--- config.mk ---
export PLATFORM = sky130hd
export DESIGN_NAME = sram_rr_arbiter
export DESIGN_NICKNAME = d
export VERILOG_FILES = /design/src/rtl/sram_rr_arbiter.sv
export SDC_FILE = /design/constraint.sdc
export NUM_CORES = 1
export LEC_CHECK = 0
export ABC_CLOCK_PERIOD_IN_PS = 2100
export BUFFER_PORTS_ARGS = -buffer_cell sky130_fd_sc_hd__buf_4
export CAP_MARGIN = 20
export CORE_ASPECT_RATIO = 0.6
export CORE_MARGIN = 2
export CORE_UTILIZATION = 45
export DETAILED_ROUTE_END_ITERATION = 16
export PLACE_DENSITY_LB_ADDON = 0.15
export SLEW_MARGIN = 0
export SYNTH_ARGS = -nofsm -noshare
export SYNTH_HDL_FRONTEND = slang
export SYNTH_SLANG_ARGS = --single-unit
export TNS_END_PERCENT = 10
--- constraint.sdc ---
create_clock -name clk -period 2.1 [get_ports clk]
set_input_delay 0 -clock clk [delete_from_list [all_inputs] [get_ports clk]]
set_output_delay 0 -clock clk [all_outputs]
set_load 0.03 [all_outputs]
--- src/rtl/sram_rr_arbiter.sv ---
// sram_rr_arbiter: two-port round-robin arbiter/sequencer in front of a single-port SRAM.
// Define SRAM_ARB_STATS_EN to add saturating per-port grant counters with a synchronous clear.
module sram_rr_arbiter #(
  parameter int WIDTH      = 4,
  parameter int DEPTH      = 32,
  parameter int ADDR_WIDTH = $clog2(DEPTH),
  parameter int RD_LAT     = 1
) (
  input  logic                  clk,
  input  logic                  rst,
  input  logic                  a_req,
  input  logic                  a_we,
  input  logic [ADDR_WIDTH-1:0] a_addr,
  input  logic [WIDTH-1:0]      a_wdata,
  output logic                  a_gnt,
  output logic                  a_rvalid,
  output logic [WIDTH-1:0]      a_rdata,
  input  logic                  b_req,
  input  logic                  b_we,
  input  logic [ADDR_WIDTH-1:0] b_addr,
  input  logic [WIDTH-1:0]      b_wdata,
  output logic                  b_gnt,
  output logic                  b_rvalid,
  output logic [WIDTH-1:0]      b_rdata,
`ifdef SRAM_ARB_STATS_EN
  input  logic                  stats_clr,
  output logic [15:0]           a_gnt_cnt,
  output logic [15:0]           b_gnt_cnt,
`endif
  output logic                  mem_wr_req,
  output logic                  mem_re_req,
  output logic [ADDR_WIDTH-1:0] mem_addr,
  output logic [WIDTH-1:0]      mem_din,
  input  logic [WIDTH-1:0]      mem_dout
);
  typedef enum logic [1:0] {IDLE, ISSUE, WAIT, RESP} state_t;
  state_t state_q, state_d;
  logic sel_b_q, sel_b_d, rr_b_q, rr_b_d, we_q, we_d, pick_b;
  logic [2:0] cnt_q, cnt_d;
  logic a_gnt_q, a_gnt_d, b_gnt_q, b_gnt_d, a_rvalid_q, a_rvalid_d, b_rvalid_q, b_rvalid_d;
  logic mem_wr_req_q, mem_wr_req_d, mem_re_req_q, mem_re_req_d;
  logic [ADDR_WIDTH-1:0] mem_addr_q, mem_addr_d;
  logic [WIDTH-1:0] mem_din_q, mem_din_d, a_rdata_q, a_rdata_d, b_rdata_q, b_rdata_d;
  // B wins only when A is idle or A held the previous grant
  assign pick_b = b_req && (!a_req || !rr_b_q);
  always_comb begin
    state_d = state_q;
    sel_b_d = sel_b_q;
    rr_b_d = rr_b_q;
    we_d = we_q;
    cnt_d = cnt_q;
    a_gnt_d = 1'b0;
    b_gnt_d = 1'b0;
    a_rvalid_d = 1'b0;
    b_rvalid_d = 1'b0;
    mem_wr_req_d = 1'b0;
    mem_re_req_d = 1'b0;
    mem_addr_d = mem_addr_q;
    mem_din_d = mem_din_q;
    a_rdata_d = a_rdata_q;
    b_rdata_d = b_rdata_q;
    case (state_q)
      IDLE: if (a_req || b_req) begin
        sel_b_d = pick_b;
        rr_b_d = pick_b;
        we_d = pick_b ? b_we : a_we;
        mem_addr_d = pick_b ? b_addr : a_addr;
        mem_din_d = pick_b ? b_wdata : a_wdata;
        a_gnt_d = !pick_b;
        b_gnt_d = pick_b;
        mem_wr_req_d = we_d;
        mem_re_req_d = !we_d;
        state_d = ISSUE;
      end
      ISSUE: begin
        state_d = we_q ? IDLE : WAIT;
        cnt_d = 3'(RD_LAT - 1);
      end
      WAIT: if (cnt_q == '0) begin
        a_rdata_d = sel_b_q ? a_rdata_q : mem_dout;
        b_rdata_d = sel_b_q ? mem_dout : b_rdata_q;
        a_rvalid_d = !sel_b_q;
        b_rvalid_d = sel_b_q;
        state_d = RESP;
      end else begin
        cnt_d = cnt_q - 3'd1;
      end
      default: state_d = IDLE;
    endcase
  end
  always_ff @(posedge clk) begin
    if (rst) begin
      state_q <= IDLE;
      sel_b_q <= 1'b0;
      rr_b_q <= 1'b1;
      we_q <= 1'b0;
      cnt_q <= '0;
      a_gnt_q <= 1'b0;
      b_gnt_q <= 1'b0;
      a_rvalid_q <= 1'b0;
      b_rvalid_q <= 1'b0;
      mem_wr_req_q <= 1'b0;
      mem_re_req_q <= 1'b0;
      mem_addr_q <= '0;
      mem_din_q <= '0;
      a_rdata_q <= '0;
      b_rdata_q <= '0;
    end else begin
      state_q <= state_d;
      sel_b_q <= sel_b_d;
      rr_b_q <= rr_b_d;
      we_q <= we_d;
      cnt_q <= cnt_d;
      a_gnt_q <= a_gnt_d;
      b_gnt_q <= b_gnt_d;
      a_rvalid_q <= a_rvalid_d;
      b_rvalid_q <= b_rvalid_d;
      mem_wr_req_q <= mem_wr_req_d;
      mem_re_req_q <= mem_re_req_d;
      mem_addr_q <= mem_addr_d;
      mem_din_q <= mem_din_d;
      a_rdata_q <= a_rdata_d;
      b_rdata_q <= b_rdata_d;
    end
  end
  assign a_gnt = a_gnt_q;
  assign b_gnt = b_gnt_q;
  assign a_rvalid = a_rvalid_q;
  assign b_rvalid = b_rvalid_q;
  assign a_rdata = a_rdata_q;
  assign b_rdata = b_rdata_q;
  assign mem_wr_req = mem_wr_req_q;
  assign mem_re_req = mem_re_req_q;
  assign mem_addr = mem_addr_q;
  assign mem_din = mem_din_q;
`ifdef SRAM_ARB_STATS_EN
  logic [15:0] a_cnt_q, a_cnt_d, b_cnt_q, b_cnt_d;
  // clear takes priority over a same-cycle grant
  always_comb begin
    a_cnt_d = stats_clr ? '0 : a_cnt_q + 16'(a_gnt_q && a_cnt_q != 16'hFFFF);
    b_cnt_d = stats_clr ? '0 : b_cnt_q + 16'(b_gnt_q && b_cnt_q != 16'hFFFF);
  end
  always_ff @(posedge clk) begin
    if (rst) begin
      a_cnt_q <= '0;
      b_cnt_q <= '0;
    end else begin
      a_cnt_q <= a_cnt_d;
      b_cnt_q <= b_cnt_d;
    end
  end
  assign a_gnt_cnt = a_cnt_q;
  assign b_gnt_cnt = b_cnt_q;
`endif
endmodule

# == Word level (Yosys, flattened, before mapping) ==
# Cells that the tools add are included.
# totals
output_inout_bits,23
mem_bits_ro,0
regBits,31
latchBits,0
memories,0
mem_bits_rw,0
elab_cells,53
inputBits,28
# op_classes
n_lt_le_gt_ge,0
n_eq_ne,5
multipliers,0
div,0
addsub,1
bitwise,5
n_shift,0
mux,9
reduce_logical,18
# ops
cell,n
$mux 2,3
$ne 2x2->1 const B,3
$pmux 2 s3,1
$pmux 3 s2,1
$reduce_and 2->1,3
$reduce_and 3->1,2
$reduce_or 3->1,2
$logic_not 1->1,5
$mux 5,1
$not 1->1,5
$mux 4,1
$logic_not 3->1,1
$mux 3,1
$sub 3x1->3 const B,1
$eq 2x1->1 const B,1
$eq 2x2->1 const B,1
$logic_not 2->1,1
$logic_or 1x1->1,2
$reduce_bool 2->1,1
$logic_and 1x1->1,1
$mux 1,1

# == Longest topological paths before layout ==
# logic_depth
word_depth,5
mapped_depth,8
mapped_depth_nobuf,6

# == Worst setup path before layout ==
# Ideal clock, no wire load.
# synth_path
path_kind,register to register
from,register cnt_q[0]
to,register a_rdata_q[0] (netlist: a_rdata[0])
path_stages_with_launch,9
path_buffers,2
setup_slack_ps,559
arrival_ps,1414
period_less_slack_ps,1541
required_time_ps,1972
setup_ps,128
path_cell_list,dfxtp_1 > inv_1 > ha_1 > ha_1 > clkbuf_1 > and4bb_2 > buf_4 > mux2i_1 > nor2_1
# synth_via
elab_chain_cells,2
# synth_lines
item,line_no,text
from (decl),39,"logic [2:0] cnt_q, cnt_d;"
from (signal assigned),113,cnt_q <= cnt_d;
$logic_not 3->1,79,WAIT: if (cnt_q == '0) begin
$reduce_and 3->1 (no line),--,
to (signal assigned),122,a_rdata_q <= a_rdata_d;
to (decl),43,"logic [WIDTH-1:0] mem_din_q, mem_din_d, a_rdata_q, a_rdata_d, b_rdata_q, b_rdata_d;"
# No other way between the ends.
# A chain may end at the register's enable or synchronous reset.

# == Final worst setup path ==
# layout_path
from,register cnt_q[0]
to,register b_rdata_q[3] (netlist: b_rdata[3])
# layout_via
elab_chain_cells,2
# layout_lines
item,line_no,text
$logic_not 3->1,79,
$reduce_and 3->1 (no line),--,
to (signal assigned),123,b_rdata_q <= b_rdata_d;
to (decl),43,
# No other way between the ends.

==> results.yml <==
worst_setup_path:
  cp.depth: 6
  r2r_cells: 6
  end_kind: "flip-flop"
  r2r_end: "b_rdata[3]"
  reg2reg_slack_ns: 0.51
  critPathMostFrequentCell: "ha_1"
  cp_top_family: "adder cells"
  crit_end: "b_rdata[3]"
  slowest_delay_ns: 0.38
  crit_chain: "inv_1, ha_1, ha_1, nand4b_1, mux2i_1, nor2_1"
  r2r-start: "cnt_q[0]"
  start_kind: "flip-flop"
  worst-endpoint-required_ns: 2.27
  startpoint: "cnt_q[0]"
  cp.arrival_ns: 1.76
  criticalPathCategory: "flip-flop to flip-flop"
  path_buf_inv: 1
  path_max_fanout: 7
  cpMaxStageDelayCell: "dfxtp_1"
grt:
  grt_pass1_wl_um: 4370
  grt_pass1_vias: 970
  grt-ovfl-total: 0
  grt_util_all_layers: 0.176
  antenna_found_initial: 0
  grt_max_degree: 19
sta:
  fin_worst_skew_ns: 0.00421
  slew_violations: 0
  tns_ns: 0
  hold_viol: 0
  fin_crit_ns: 1.59
  post-route-period-util: 0.758
  setup_viol: 0
  fmax_mhz: 628
  rsz0062_at_grt: "false"
  slew_headroom: 0.671
  tightest_slew_ns: 0.492
finish:
  drive_gt1_frac: 0.416
  area_growth_pct: 37.2
  nNetsFinal: 202
  instances_no_fill: 215
  finish.utilization: 0.644
  antenna_cells: 0
synth:
  netlist_area_um2: 1330
  synth_most_common_cell: "dfxtp_1"
  yosysSeqAreaShare: 0.467
  synthArstFlopShare: 0
  synth.distinct_cells: 30
  syn_inst: 119
  yosysWarningCount: 0
  synth_top_area_share: 0.467
  syn_nets: 149
  synth.area.top_cells: "dfxtp_1, mux2i_1, o2bb2ai_2, nor2_1, nor3b_1"
  synth_area_per_cell_um2: 11.2
  ys_ff_latch: 31
  synth_commonest_cells: "dfxtp_1, mux2i_1, nor2_1"
  synth_top_cell_by_area: "dfxtp_1"
  synth_ff_type: "dfxtp_1"
  synth_edf_count: 0
clocking:
  cts.clk_slew.worst_paths_ns: 0.06
  cts_root_buf: "clkbuf_8"
  cts.sinks: 31
  htreeDepth: 2
  clk_path_buf_depth: 2
  cts_tree: "built"
  clock_latency_ns: 0.28
  cts_buffers: 5
  post-cts-setup-buffers: 0
placed_design:
  gp_congestion: 0.716
  dp_cells: 203
  portBuffers: 50
  dp_hpwl_um: 1970
floorplanning:
  chipWidth_um: 74.2
  initial_core_util: 0.469
  die-area_um2: 3420
  ios: 51
  core_area_um2: 2830
  rows: 15
  die_h_um: 46.1
detailed_routing:
  via_count: 1044
  wl_um: 2630
  wl_per_cell_um: 12.2
  final_antenna_net_count: 0
  drc_errors: 0
  dr.pass1.iters: 4
  drt_iter0_markers: 52
  viasPerCell: 4.86
job:
  drv_cap: 0
power_and_ir_drop:
  power_density_nw_per_um2: 787
  peakVddDrop_mv: 0.382
  p_leak_uw: 0.000805
hold_path:
  hp-class: "input pin to flip-flop"
outcome:
  status: "finished, final reports clean"
-- worst min path at each step --
stage | start | to | slack [ns] | cells after the start
after floorplan | mem_dout[0] | b_rdata[0] | 0.14 | 2
after global placement | mem_dout[1] | b_rdata[1] | 0.24 | 3
after detailed placement | mem_dout[2] | b_rdata[2] | 0.26 | 3
after CTS | a_we | mem_wr_req | 0.001 | 3
after global routing | a_addr[0] | mem_addr[0] | 0.02 | 3
final | a_we | mem_wr_req | 0.005 | 3
-- kinds of logic (layout without fill, tap and decap cells) --
family	count (synthesis)	in the layout	synth area share
flops	31	31	0.467
fa+ha+maj	2	2	0.0188
buf+inv	14	68	0.0611
simple gates	30	30	0.128
compound gates	24	24	0.190
mux	18	18	0.135
-- registers in the layout (all words and copies together) (netlist names), 2 cells and up --
| name | cells |
|---|---|
| state_q | 2 |
| mem_din | 4 |
| a_rdata | 4 |
| mem_addr | 5 |
| b_rdata | 4 |
| cnt_q | 3 |
-- tightest hold or removal path: stages --
cell,delay [ns]
buf_4,0.07
mux2i_1,0.09
nor2_2,0.08
-- routing by layer --
layer  GRT usage  part of all wire  vias to the layer above
li1            -                 -                      522
met1       0.218              0.47                      491
met2       0.275              0.46                       29
met3      0.0919             0.065                        2
met4      0.0436            0.0030                        0
met5           0                 0                        -
-- layout by cell type, fill, tap and decap left out, drive strengths merged, types with 2 or more instances in the layout --
cell type,count
o2bb2ai,10
nor2,12
ha,2
inv,5
clkbuf,7
dfxtp,31
mux2i,18
o21ai,3
a21oi,4
nor3b,4
nand2,4
dlygate4sd3,4
nor2b,4
and2,2
buf,51
-- stage by stage --
stage	hold WS, ns	setup WS (ns)	total power (µW)	area [µm²]
global route	0.0181	0.366	1510	1820
floorplan	0.144	0.559	901	1330
finish	0.00508	0.509	1440	1820
detailed placement	0.260	0.491	1010	1700
CTS	0.00131	0.489	1460	1820
global placement	0.242	0.613	1000	1700
-- where the power goes --
group	total [µW]	switching, µW	internal [µW]	leakage, µW
Combinational	322	170	152	0.000510
Sequential	676	39.6	637	0.000253
Clock	437	205	232	0.0000422
-- timing repair --
action | 4_1_cts | 5_1_grt
hold endpoints to repair | 8 | 0
hold buffers | 4 | 0
gates resized for setup | 0 | 0
-- cell type report --
type	instances	area [µm²]
Tap cell	42	52.6
Timing Repair Buffer	55	423
Clock buffer	7	76.3
Inverter	5	18.8
Clock inverter	1	5.00
Multi-Input combinational cell	74	628
Sequential cell	31	621
Fill cell	246	1010
(Power assumes the default switching activity.)
